**src/rtl/id_ex_reg.sv**
```systemverilog
// ID/EX pipeline register: captures decode results, squashes on flush, inserts load-use bubbles.
// Latency: one cycle from *_id inputs to *_id_ex outputs; every output comes straight from a flop.
// Backpressure: hold freezes all state (bubble counter too); a pending bubble waits until hold drops.
module id_ex_reg (
    input  logic        clk,
    input  logic        rst_n,

    input  logic        RegWrite_id,
    input  logic        MemRead_id,
    input  logic        MemWrite_id,
    input  logic        MemToReg_id,
    input  logic        Halt_id,
    input  logic [3:0]  ALUOp_id,
    input  logic [15:0] PC2_id,
    input  logic [15:0] RdData1_id,
    input  logic [15:0] RdData2_id,
    input  logic [15:0] Imm_id,
    input  logic [2:0]  Rs_id,
    input  logic [2:0]  Rt_id,
    input  logic [2:0]  WriteReg_id,
    input  logic        RsValid_id,
    input  logic        RtValid_id,
    input  logic        Valid_id,

    input  logic        controlZero,
    input  logic        flush,
    input  logic        hold,

    output logic        RegWrite_id_ex,
    output logic        MemRead_id_ex,
    output logic        MemWrite_id_ex,
    output logic        MemToReg_id_ex,
    output logic        Halt_id_ex,
    output logic [3:0]  ALUOp_id_ex,
    output logic [15:0] PC2_id_ex,
    output logic [15:0] RdData1_id_ex,
    output logic [15:0] RdData2_id_ex,
    output logic [15:0] Imm_id_ex,
    output logic [2:0]  Rs_id_ex,
    output logic [2:0]  Rt_id_ex,
    output logic [2:0]  WriteReg_id_ex,
    output logic        RsValid_id_ex,
    output logic        RtValid_id_ex,
    output logic        Valid_id_ex,

    output logic [15:0] bubbleCount,
    output logic [1:0]  state
);

    localparam logic [1:0] ST_RUN     = 2'b00;
    localparam logic [1:0] ST_BUBBLE  = 2'b01;
    localparam logic [1:0] ST_FLUSHED = 2'b10;
    localparam logic [1:0] ST_HELD    = 2'b11;

    // Fields that a bubble or flush must zero; everything else is payload.
    typedef struct packed {
        logic       reg_write;
        logic       mem_read;
        logic       mem_write;
        logic       mem_to_reg;
        logic       halt;
        logic [3:0] alu_op;
        logic       rs_valid;
        logic       rt_valid;
        logic       valid;
    } ctrl_t;

    typedef struct packed {
        logic [15:0] pc2;
        logic [15:0] rd_data1;
        logic [15:0] rd_data2;
        logic [15:0] imm;
        logic [2:0]  rs;
        logic [2:0]  rt;
        logic [2:0]  write_reg;
    } data_t;

    ctrl_t       ctrl_in;
    data_t       data_in;
    ctrl_t       ctrl_q;
    data_t       data_q;
    logic [15:0] bubble_count_q;
    logic [1:0]  state_q;
    logic [1:0]  next_state;

    always_comb begin
        ctrl_in.reg_write  = RegWrite_id;
        ctrl_in.mem_read   = MemRead_id;
        ctrl_in.mem_write  = MemWrite_id;
        ctrl_in.mem_to_reg = MemToReg_id;
        ctrl_in.halt       = Halt_id;
        ctrl_in.alu_op     = ALUOp_id;
        ctrl_in.rs_valid   = RsValid_id;
        ctrl_in.rt_valid   = RtValid_id;
        ctrl_in.valid      = Valid_id;
    end

    always_comb begin
        data_in.pc2       = PC2_id;
        data_in.rd_data1  = RdData1_id;
        data_in.rd_data2  = RdData2_id;
        data_in.imm       = Imm_id;
        data_in.rs        = Rs_id;
        data_in.rt        = Rt_id;
        data_in.write_reg = WriteReg_id;
    end

    // Action priority: flush beats hold beats bubble beats a plain load.
    always_comb begin
        next_state = ST_RUN;
        if (flush)
            next_state = ST_FLUSHED;
        else if (hold)
            next_state = ST_HELD;
        else if (controlZero)
            next_state = ST_BUBBLE;
    end

    always_ff @(posedge clk) begin
        if (!rst_n) begin
            ctrl_q         <= '0;
            data_q         <= '0;
            bubble_count_q <= '0;
            state_q        <= ST_RUN;
        end else begin
            state_q <= next_state;
            case (next_state)
                ST_FLUSHED: begin
                    ctrl_q <= '0;
                    data_q <= data_in;
                end
                ST_HELD: begin
                    ctrl_q <= ctrl_q;
                    data_q <= data_q;
                end
                ST_BUBBLE: begin
                    // Payload still loads; it is meaningless while valid is low.
                    ctrl_q <= '0;
                    data_q <= data_in;
                    if (bubble_count_q != 16'hFFFF)
                        bubble_count_q <= bubble_count_q + 16'd1;
                end
                default: begin
                    ctrl_q <= ctrl_in;
                    data_q <= data_in;
                end
            endcase
        end
    end

    assign RegWrite_id_ex = ctrl_q.reg_write;
    assign MemRead_id_ex  = ctrl_q.mem_read;
    assign MemWrite_id_ex = ctrl_q.mem_write;
    assign MemToReg_id_ex = ctrl_q.mem_to_reg;
    assign Halt_id_ex     = ctrl_q.halt;
    assign ALUOp_id_ex    = ctrl_q.alu_op;
    assign RsValid_id_ex  = ctrl_q.rs_valid;
    assign RtValid_id_ex  = ctrl_q.rt_valid;
    assign Valid_id_ex    = ctrl_q.valid;

    assign PC2_id_ex      = data_q.pc2;
    assign RdData1_id_ex  = data_q.rd_data1;
    assign RdData2_id_ex  = data_q.rd_data2;
    assign Imm_id_ex      = data_q.imm;
    assign Rs_id_ex       = data_q.rs;
    assign Rt_id_ex       = data_q.rt;
    assign WriteReg_id_ex = data_q.write_reg;

    assign bubbleCount    = bubble_count_q;
    assign state          = state_q;

endmodule

```
**config.mk**
```make
export PLATFORM = sky130hd
export DESIGN_NAME = id_ex_reg
export DESIGN_NICKNAME = d
export VERILOG_FILES = /design/src/rtl/id_ex_reg.sv
export SDC_FILE = /design/constraint.sdc
export NUM_CORES = 1
export LEC_CHECK = 0
export CAP_MARGIN = 5
export CORE_MARGIN = 8
export CORE_UTILIZATION = 39
export DETAILED_ROUTE_END_ITERATION = 16
export PLACE_DENSITY = 0.88
export SLEW_MARGIN = 20
export SYNTH_ARGS = -nofsm -noshare
export SYNTH_HDL_FRONTEND = slang
export SYNTH_SLANG_ARGS = --single-unit
export TNS_END_PERCENT = 50
```
**constraint.sdc**
```tcl
create_clock -name clk -period 2.8 [get_ports clk]
set_clock_uncertainty 0.05 [all_clocks]
set_input_delay 0.56 -clock clk [delete_from_list [all_inputs] [get_ports clk]]
set_output_delay 0.56 -clock clk [all_outputs]
set_load 0.01 [all_outputs]
```
== After elaboration in Yosys (flattened, before gate mapping) ==
Cells that the tools add are included.
Storage, ports and cells
  output and inout bits: 103
  ROM bits: 0
  memories kept: 0
  bits of input ports: 90
  latch bits: 0
  RAM bits: 0
  bits in registers: 103
  logic and storage cells: 29
Cells by class
  reduce and logical (&&, ||, !) cells: 2
  order comparisons: 0
  bitwise operators: 0
  div/mod/pow operators: 0
  eq/ne operators: 4
  mux-type cells: 4
  $add $sub $neg: 1
  shift operators: 0
  multiply operators: 0
Operator list (count)
  case mux 12 bit (2 select lines): 1
  adder 16 x 1 -> 16 bit, second input constant: 1
  inequality test 16 bit, second input constant: 1
  == test 2 bit, second input constant: 2
  two-way mux 2 bit: 2
  == test 2 x 1 -> 1 bit, second input constant: 1
  AND reduction 2 bit: 1
  OR reduction 2 bit: 1
  two-way mux 1 bit: 1

== Longest topological paths before layout ==
Gate-level depths: netlist of run 1.
  depth in word-level cells: 6
  depth in mapped cells: 6
  gate-level depth less buffers: 5

== Worst setup path before layout of run 1 ==
OpenSTA, ideal clock, no wires.
  kind: input to register
  start point: in flush
  end point: reg bubble_count_q[11], in the netlist bubbleCount[11]
  slack: 382 ps
  arrival: 2297 ps
  data required time: 2680 ps
  setup time: 70 ps
  path buffers: 2
  stages on the path: 6
  path through: or3b_1 buf_2 or4_1 buf_2 or4_1 a21oi_1
On the way
  longest elaborated chain between the ends: 3
RTL lines
  start, declared: line 26  | input logic flush,
  two-way mux 2 bit: line 111  | if (flush)
  == test 2 x 1 -> 1 bit: line 127  | case (next_state)
  AND reduction 2 bit (no source line)
  end signal, assigned: line 141  | bubble_count_q <= bubble_count_q + 16'd1;
  end, declared: line 82  | logic [15:0] bubble_count_q;
Every way passes these cells.
A chain may end at the register's enable or synchronous reset.

== Final worst setup path of run 1 ==
  start point: in controlZero
  end point: reg bubble_count_q[15], in the netlist bubbleCount[15]
On the way
  longest elaborated chain between the ends: 5
RTL lines
  start, declared: line 25  | input logic controlZero,
  two-way mux 1 bit: line 115  | else if (controlZero)
  two-way mux 2 bit: line 113  | else if (hold)
  two-way mux 2 bit: line 111
  == test 2 x 1 -> 1 bit: line 127
  AND reduction 2 bit (no source line)
Every way passes these cells.

==> results.json, run 1 <==
{
  "status": "finished, final reports clean",
  "dieArea_sq_um": 12980,
  "crit_chain": "clkdlybuf4s50_1 -> or3b_1 -> or4_1 -> or4_1 -> a21oi_1",
  "rows": 35,
  "pin_count": 193,
  "diodes": 0,
  "routedWlPerCell_microns": 15.50,
  "rsz0062_at_grt": "no",
  "worst_path_max_delay_cell": "or4_1",
  "initialDrtViolationCount": 249,
  "max_stage_delay_ns": 0.64,
  "fp.dieH_microns": 113.9,
  "worstPathMaxFanout": 6,
  "clk_latency_ns": 0.35,
  "p_switching_mw": 0.7211,
  "ir_drop_v": 0.0002812,
  "yosysTopAreaCell": "dfxtp_1",
  "syn-num-nets": 553,
  "cts_max_level": 3,
  "avgSynthCellArea_sq_um": 8.092,
  "end_kind": "register",
  "power_mw": 2.857,
  "port-buffer-count": 192,
  "ant_nets": 0,
  "drtPass1Iterations": 4,
  "fin_nets": 739,
  "startpoint_type": "input pin",
  "p_seq_frac": 0.550,
  "grt_usage": 0.1841,
  "gp_congestion": 0.8042,
  "power.share.switching": 0.2524,
  "fmax_mhz": 398.3,
  "cp.arrival_ns": 2.73,
  "slew_headroom": 0.6363,
  "setup_violations": 0,
  "period_needed_ns": 2.510,
  "period_share": 0.8966,
  "yosys_warnings": 0,
  "placed_area_sq_um": 5833,
  "post_cts_resize_count": 0,
  "ys_types": 32,
  "grt_max_degree": 54,
  "total_leakage_power_nw": 2.243,
  "cts.root.buffer_cell": "clkbuf_8",
  "synth_top_area_share": 0.5515,
  "stdcell_area_sq_um": 5998,
  "die_width_microns": 113.9,
  "grt_pass1_wl_microns": 19660,
  "route.met2.wl_microns": 6052,
  "layout-drive-gt1-share": 0.05360,
  "pwr-share-clk": 0.286,
  "cts_sinks": 103,
  "path_class": "in -> reg",
  "core_sq_um": 9284,
  "antenna_found_initial": 0,
  "power_density_nw_per_um2": 476.2,
  "cts_buffers": 9,
  "grt_remaining_overflow": 0,
  "cts.clk_slew.worst_paths_ns": 0.09,
  "required_ns": 3.02,
  "cts_tree": "yes",
  "maxSlewViolCount": 0,
  "hold_path_class": "reg -> reg",
  "tightest_slew_ns": 0.5455,
  "first_global_vias": 3921,
  "area_growth_pct": 60.44,
  "viasPerCell": 4.969,
  "finalHoldViolCount": 0,
  "hpwl_microns": 9100,
  "synth_seq_area_share": 0.5515,
  "wl_microns": 12120,
  "postCtsSetupBuffers": 0,
  "via_count": 3886,
  "ys_top_cells_by_area": "dfxtp_1 (55%), nand2_1 (15%), a21oi_1 (12%)",
  "power_frac_comb": 0.164,
  "ys_seq_elements": 103,
  "ctsLongestPathBuffers": 2,
  "intPower_mw": 2.136,
  "maxCapViolCount": 0,
  "start_util": 0.4027,
  "wl_met1_microns": 4842,
  "highest_layer": "met4",
  "syn-cell-area_sq_um": 3739,
  "route.detailed.drc": 0,
  "ctsHoldBuffers": 0,
  "wl_met3_microns": 962,
  "syn_inst": 462,
  "crit_top_cell": "or4_1"
}
-- synth_stat cells --
cell type	n
a21oi_1	86
a22oi_1	12
and2_1	1
and3_1	1
and4_1	2
buf_1	5
buf_2	2
clkbuf_1	25
dfxtp_1	103
ha_1	1
inv_1	2
mux2i_1	1
nand2_1	153
nand2b_1	2
nand3_1	2
nand3b_1	1
nand4_1	7
nor2_1	17
nor2b_1	1
nor3_1	3
nor3b_1	1
nor4_1	1
o2111ai_1	1
o21ai_0	7
o311ai_0	1
o31ai_1	6
o41ai_1	1
or2_2	1
or3_1	7
or3b_1	1
or4_1	7
xor2_1	1
-- power by group through the flow --
stage	sequential (mW)	combinational, mW	clock [mW]
global route	1.58	0.509	0.915
finish	1.57	0.469	0.817
floorplan	1.64	0.125	0
detailed placement	1.60	0.474	0
global placement	1.60	0.461	0
CTS	1.57	0.476	0.846
-- critical path, delay by kind of cell --
family                 cells  cell delay (ns)
AOI/OAI and AO/OA          1             0.16
and+or+nand+nor            3             1.53
buffers and inverters      1             0.47
-- layout by cell type (no fill, tap or decap), types with 6 or more instances in the layout --
master / netlist / final
a21oi_1: 86 / 86
clkbuf_8: 0 / 9
dfxtp_1: 103 / 103
clkdlybuf4s50_1: 0 / 192
buf_4: 0 / 15
o21ai_0: 7 / 7
or3_1: 7 / 7
a22oi_1: 12 / 12
nand2_1: 153 / 153
nor2_1: 17 / 17
or4_1: 7 / 7
o31ai_1: 6 / 6
nand4_1: 7 / 7
-- path summary, 6_finish.rpt --
check                        start          endpoint  slack, ns  cells after the start
setup / recovery       controlZero   bubbleCount[15]       0.29                      5
hold / removal    RdData1_id_ex[4]  RdData1_id_ex[4]       0.40                      2
setup reg to reg    bubbleCount[2]   bubbleCount[15]       0.86                      4
hold reg to reg   RdData1_id_ex[4]  RdData1_id_ex[4]       0.40                      2
-- final cells by class --
cell class	instances	area [sq um]
flip-flops and latches	103	2062
clock buffers	11	131.4
well taps	129	161.4
inverters	2	7.507
fillers	781	3286
multi-input cells	325	1568
clock inverters	5	33.78
repair buffers	207	2034
-- layer usage --
layer / vias to the layer above / global-route usage
met4: 0 / 0.07187
met5: - / 0
li1: 1927 / -
met2: 154 / 0.3172
met1: 1782 / 0.2060
met3: 23 / 0.05969
-- stage by stage --
| step | utilization | instances | hold slack, ns | setup WS, ns | setup TNS, ns |
|---|---|---|---|---|---|
| after floorplan | - | 462 | 0.4261 | 0.3822 | 0 |
| after global placement | 0.6283 | 766 | 0.3868 | -0.001552 | -0.001552 |
| after detailed placement | 0.6283 | 766 | 0.3929 | -0.05627 | -0.1093 |
| after CTS | 0.6461 | 782 | 0.4053 | 0.3150 | 0 |
| after global routing | 0.6461 | 782 | 0.4146 | 0.2498 | 0 |
| final | 0.6461 | 782 | 0.4035 | 0.2895 | 0 |
-- flip-flops by register name, indices dropped and copies added (netlist names) --
signal / count
Imm_id_ex: 16
PC2_id_ex: 16
RdData1_id_ex: 16
RdData2_id_ex: 16
bubbleCount: 16
ALUOp_id_ex: 4
Rs_id_ex: 3
Rt_id_ex: 3
WriteReg_id_ex: 3
state: 2
Halt_id_ex: 1
MemRead_id_ex: 1
MemToReg_id_ex: 1
MemWrite_id_ex: 1
RegWrite_id_ex: 1
RsValid_id_ex: 1
RtValid_id_ex: 1
Valid_id_ex: 1
-- logic make-up (layout without fill, tap and decap cells) --
| logic type | count (synthesis) | count (layout) | synth area share |
|---|---|---|---|
| AND/OR/NAND/NOR | 208 | 208 | 0.2376 |
| AO/OA/AOI/OAI | 114 | 114 | 0.1677 |
| flip-flops | 103 | 103 | 0.5515 |
| buffers and inverters | 34 | 225 | 0.03481 |
| adder cells (fa/ha/maj) | 1 | 1 | 0.003346 |
| XOR/XNOR | 1 | 1 | 0.002343 |
| multiplexers | 1 | 1 | 0.002677 |
Note: power is estimated with default switching activity, not from simulation.
==> run 2: changes to the inputs <==
- CORE_MARGIN: 8 -> unset
==> run 2 against run 1 <==
Clock-buffer cell count stayed put; worst hold slack improved by 0.0011 ns; total power rose by 0.36%; critical path type unchanged; highest routed layer unchanged.
==> results.json, run 2 (same netlist as run 1, synthesis figures left out) <==
{
  "cts_tree": "yes",
  "route.detailed.drc": 0,
  "power_density_nw_per_um2": 476.7,
  "worstReg2RegStart": "bubbleCount[2]",
  "fp.dieH_microns": 99.91,
  "routedWlPerCell_microns": 13.98,
  "period_share": 0.9193,
  "grt_max_degree": 55,
  "layout-drive-gt1-share": 0.05513,
  "startpoint_type": "input pin",
  "rsz0062_at_grt": "no",
  "worstPathMaxFanout": 8,
  "ant_nets": 0,
  "rrSetupSlack_ns": 0.80,
  "status": "finished, final reports clean",
  "first_global_vias": 3910,
  "port-buffer-count": 192,
  "ctsLongestPathBuffers": 2,
  "cts_max_level": 3,
  "final_common_cell": "clkdlybuf4s50_1",
  "slew_headroom": 0.6264,
  "area_growth_pct": 60.84,
  "min_to": "RdData2_id_ex[9]",
  "dieArea_sq_um": 9982,
  "maxCapViolCount": 0,
  "fmax_mhz": 388.5,
  "cts_sinks": 103,
  "pin_count": 193,
  "via_count": 3904,
  "end_kind": "register",
  "cts.clk_slew.worst_paths_ns": 0.09,
  "maxSlewViolCount": 0,
  "drtPass1Iterations": 4,
  "post_cts_resize_count": 0,
  "viasPerCell": 4.992,
  "postCtsSetupBuffers": 0,
  "holdWs_ns": 0.4046,
  "wl_microns": 10930,
  "period_needed_ns": 2.574,
  "total_leakage_power_nw": 2.247,
  "gp_congestion": 0.8125,
  "core_sq_um": 9284,
  "required_ns": 2.96,
  "hold_path_class": "reg -> reg",
  "ir_drop_v": 0.0003781,
  "grt_pass1_wl_microns": 17540,
  "initialDrtViolationCount": 141,
  "rows": 35,
  "fin_nets": 740,
  "grt_usage": 0.2171,
  "cp.arrival_ns": 2.74,
  "r2r-end": "bubbleCount[13]",
  "tightest_slew_ns": 0.5604,
  "clk_latency_ns": 0.34,
  "die_width_microns": 99.91,
  "cts.root.buffer_cell": "clkbuf_8",
  "ff2ff_path_depth": 5,
  "diodes": 0,
  "finalHoldViolCount": 0,
  "start_util": 0.4027,
  "final_cell_mix": "clkdlybuf4s50_1 (192), nand2_1 (153), dfxtp_1 (103), a21oi_1 (86), nor2_1 (17)",
  "ctsHoldBuffers": 0,
  "setup_tns_ns": 0,
  "path_class": "in -> reg",
  "whs_path_depth": 2,
  "hp-start": "RdData2_id_ex[9]",
  "antenna_found_initial": 0,
  "hpwl_microns": 7961,
  "cts_buffers": 9,
  "grt_remaining_overflow": 0,
  "setup_violations": 0
}
-- run 2: changes by cell type in the layout (fill, tap and decap cells not counted), sizes merged --
cell      change
buf           +1
clkinv        -2
clkinvlp      +1
-- run 2: worst max-delay path by stage --
| stage | start | end | slack (ns) |
|---|---|---|---|
| final | controlZero | bubbleCount[13] | 0.23 |
| after detailed placement | controlZero | bubbleCount[13] | -0.11 |
| after global routing | controlZero | bubbleCount[15] | 0.21 |
| after global placement | controlZero | bubbleCount[11] | -0.04 |
| after floorplan | flush | bubbleCount[11] | 0.38 |
| after CTS | controlZero | bubbleCount[13] | 0.23 |
-- run 2: power breakdown --
group,internal (mW),switching [mW]
clock,0.347,0.483
combinational,0.275,0.191
sequential,1.54,0.0358
-- run 2: stage by stage --
stage                     instance area [sq um]  std cells    util  worst slack, ns  power [mW]
after floorplan                            3739        462       -           0.3822       1.762
after global placement                     5841        767  0.6291         -0.04447       2.058
after detailed placement                   5841        767  0.6291          -0.1075       2.074
after CTS                                  6013        782  0.6477           0.2322       2.901
after global routing                       6013        782  0.6477           0.2054       3.006
final                                      6013        782  0.6477           0.2259       2.867
-- run 2: final cells by class --
| cell class | instances | area (sq um) |
|---|---|---|
| multi-input cells | 325 | 1568 |
| inverters | 2 | 7.507 |
| clock buffers | 11 | 141.4 |
| flip-flops and latches | 103 | 2062 |
| repair buffers | 208 | 2042 |
| clock inverters | 4 | 31.28 |
| well taps | 129 | 161.4 |
| fillers | 779 | 3271 |
-- run 2: routing by layer --
layer,vias up,track usage,part of all wire
li1,1926,-,-
met1,1829,0.2391,0.39
met2,135,0.4000,0.53
met3,14,0.06825,0.072
met4,0,0.05995,0.012
met5,-,0,0
-- run 2: critical path, stage by stage --
cell,delay [ns]
clkdlybuf4s50_1,0.49
or3b_1,0.39
or4_1,0.67
buf_4,0.20
o311ai_0,0.30
o41ai_1,0.13
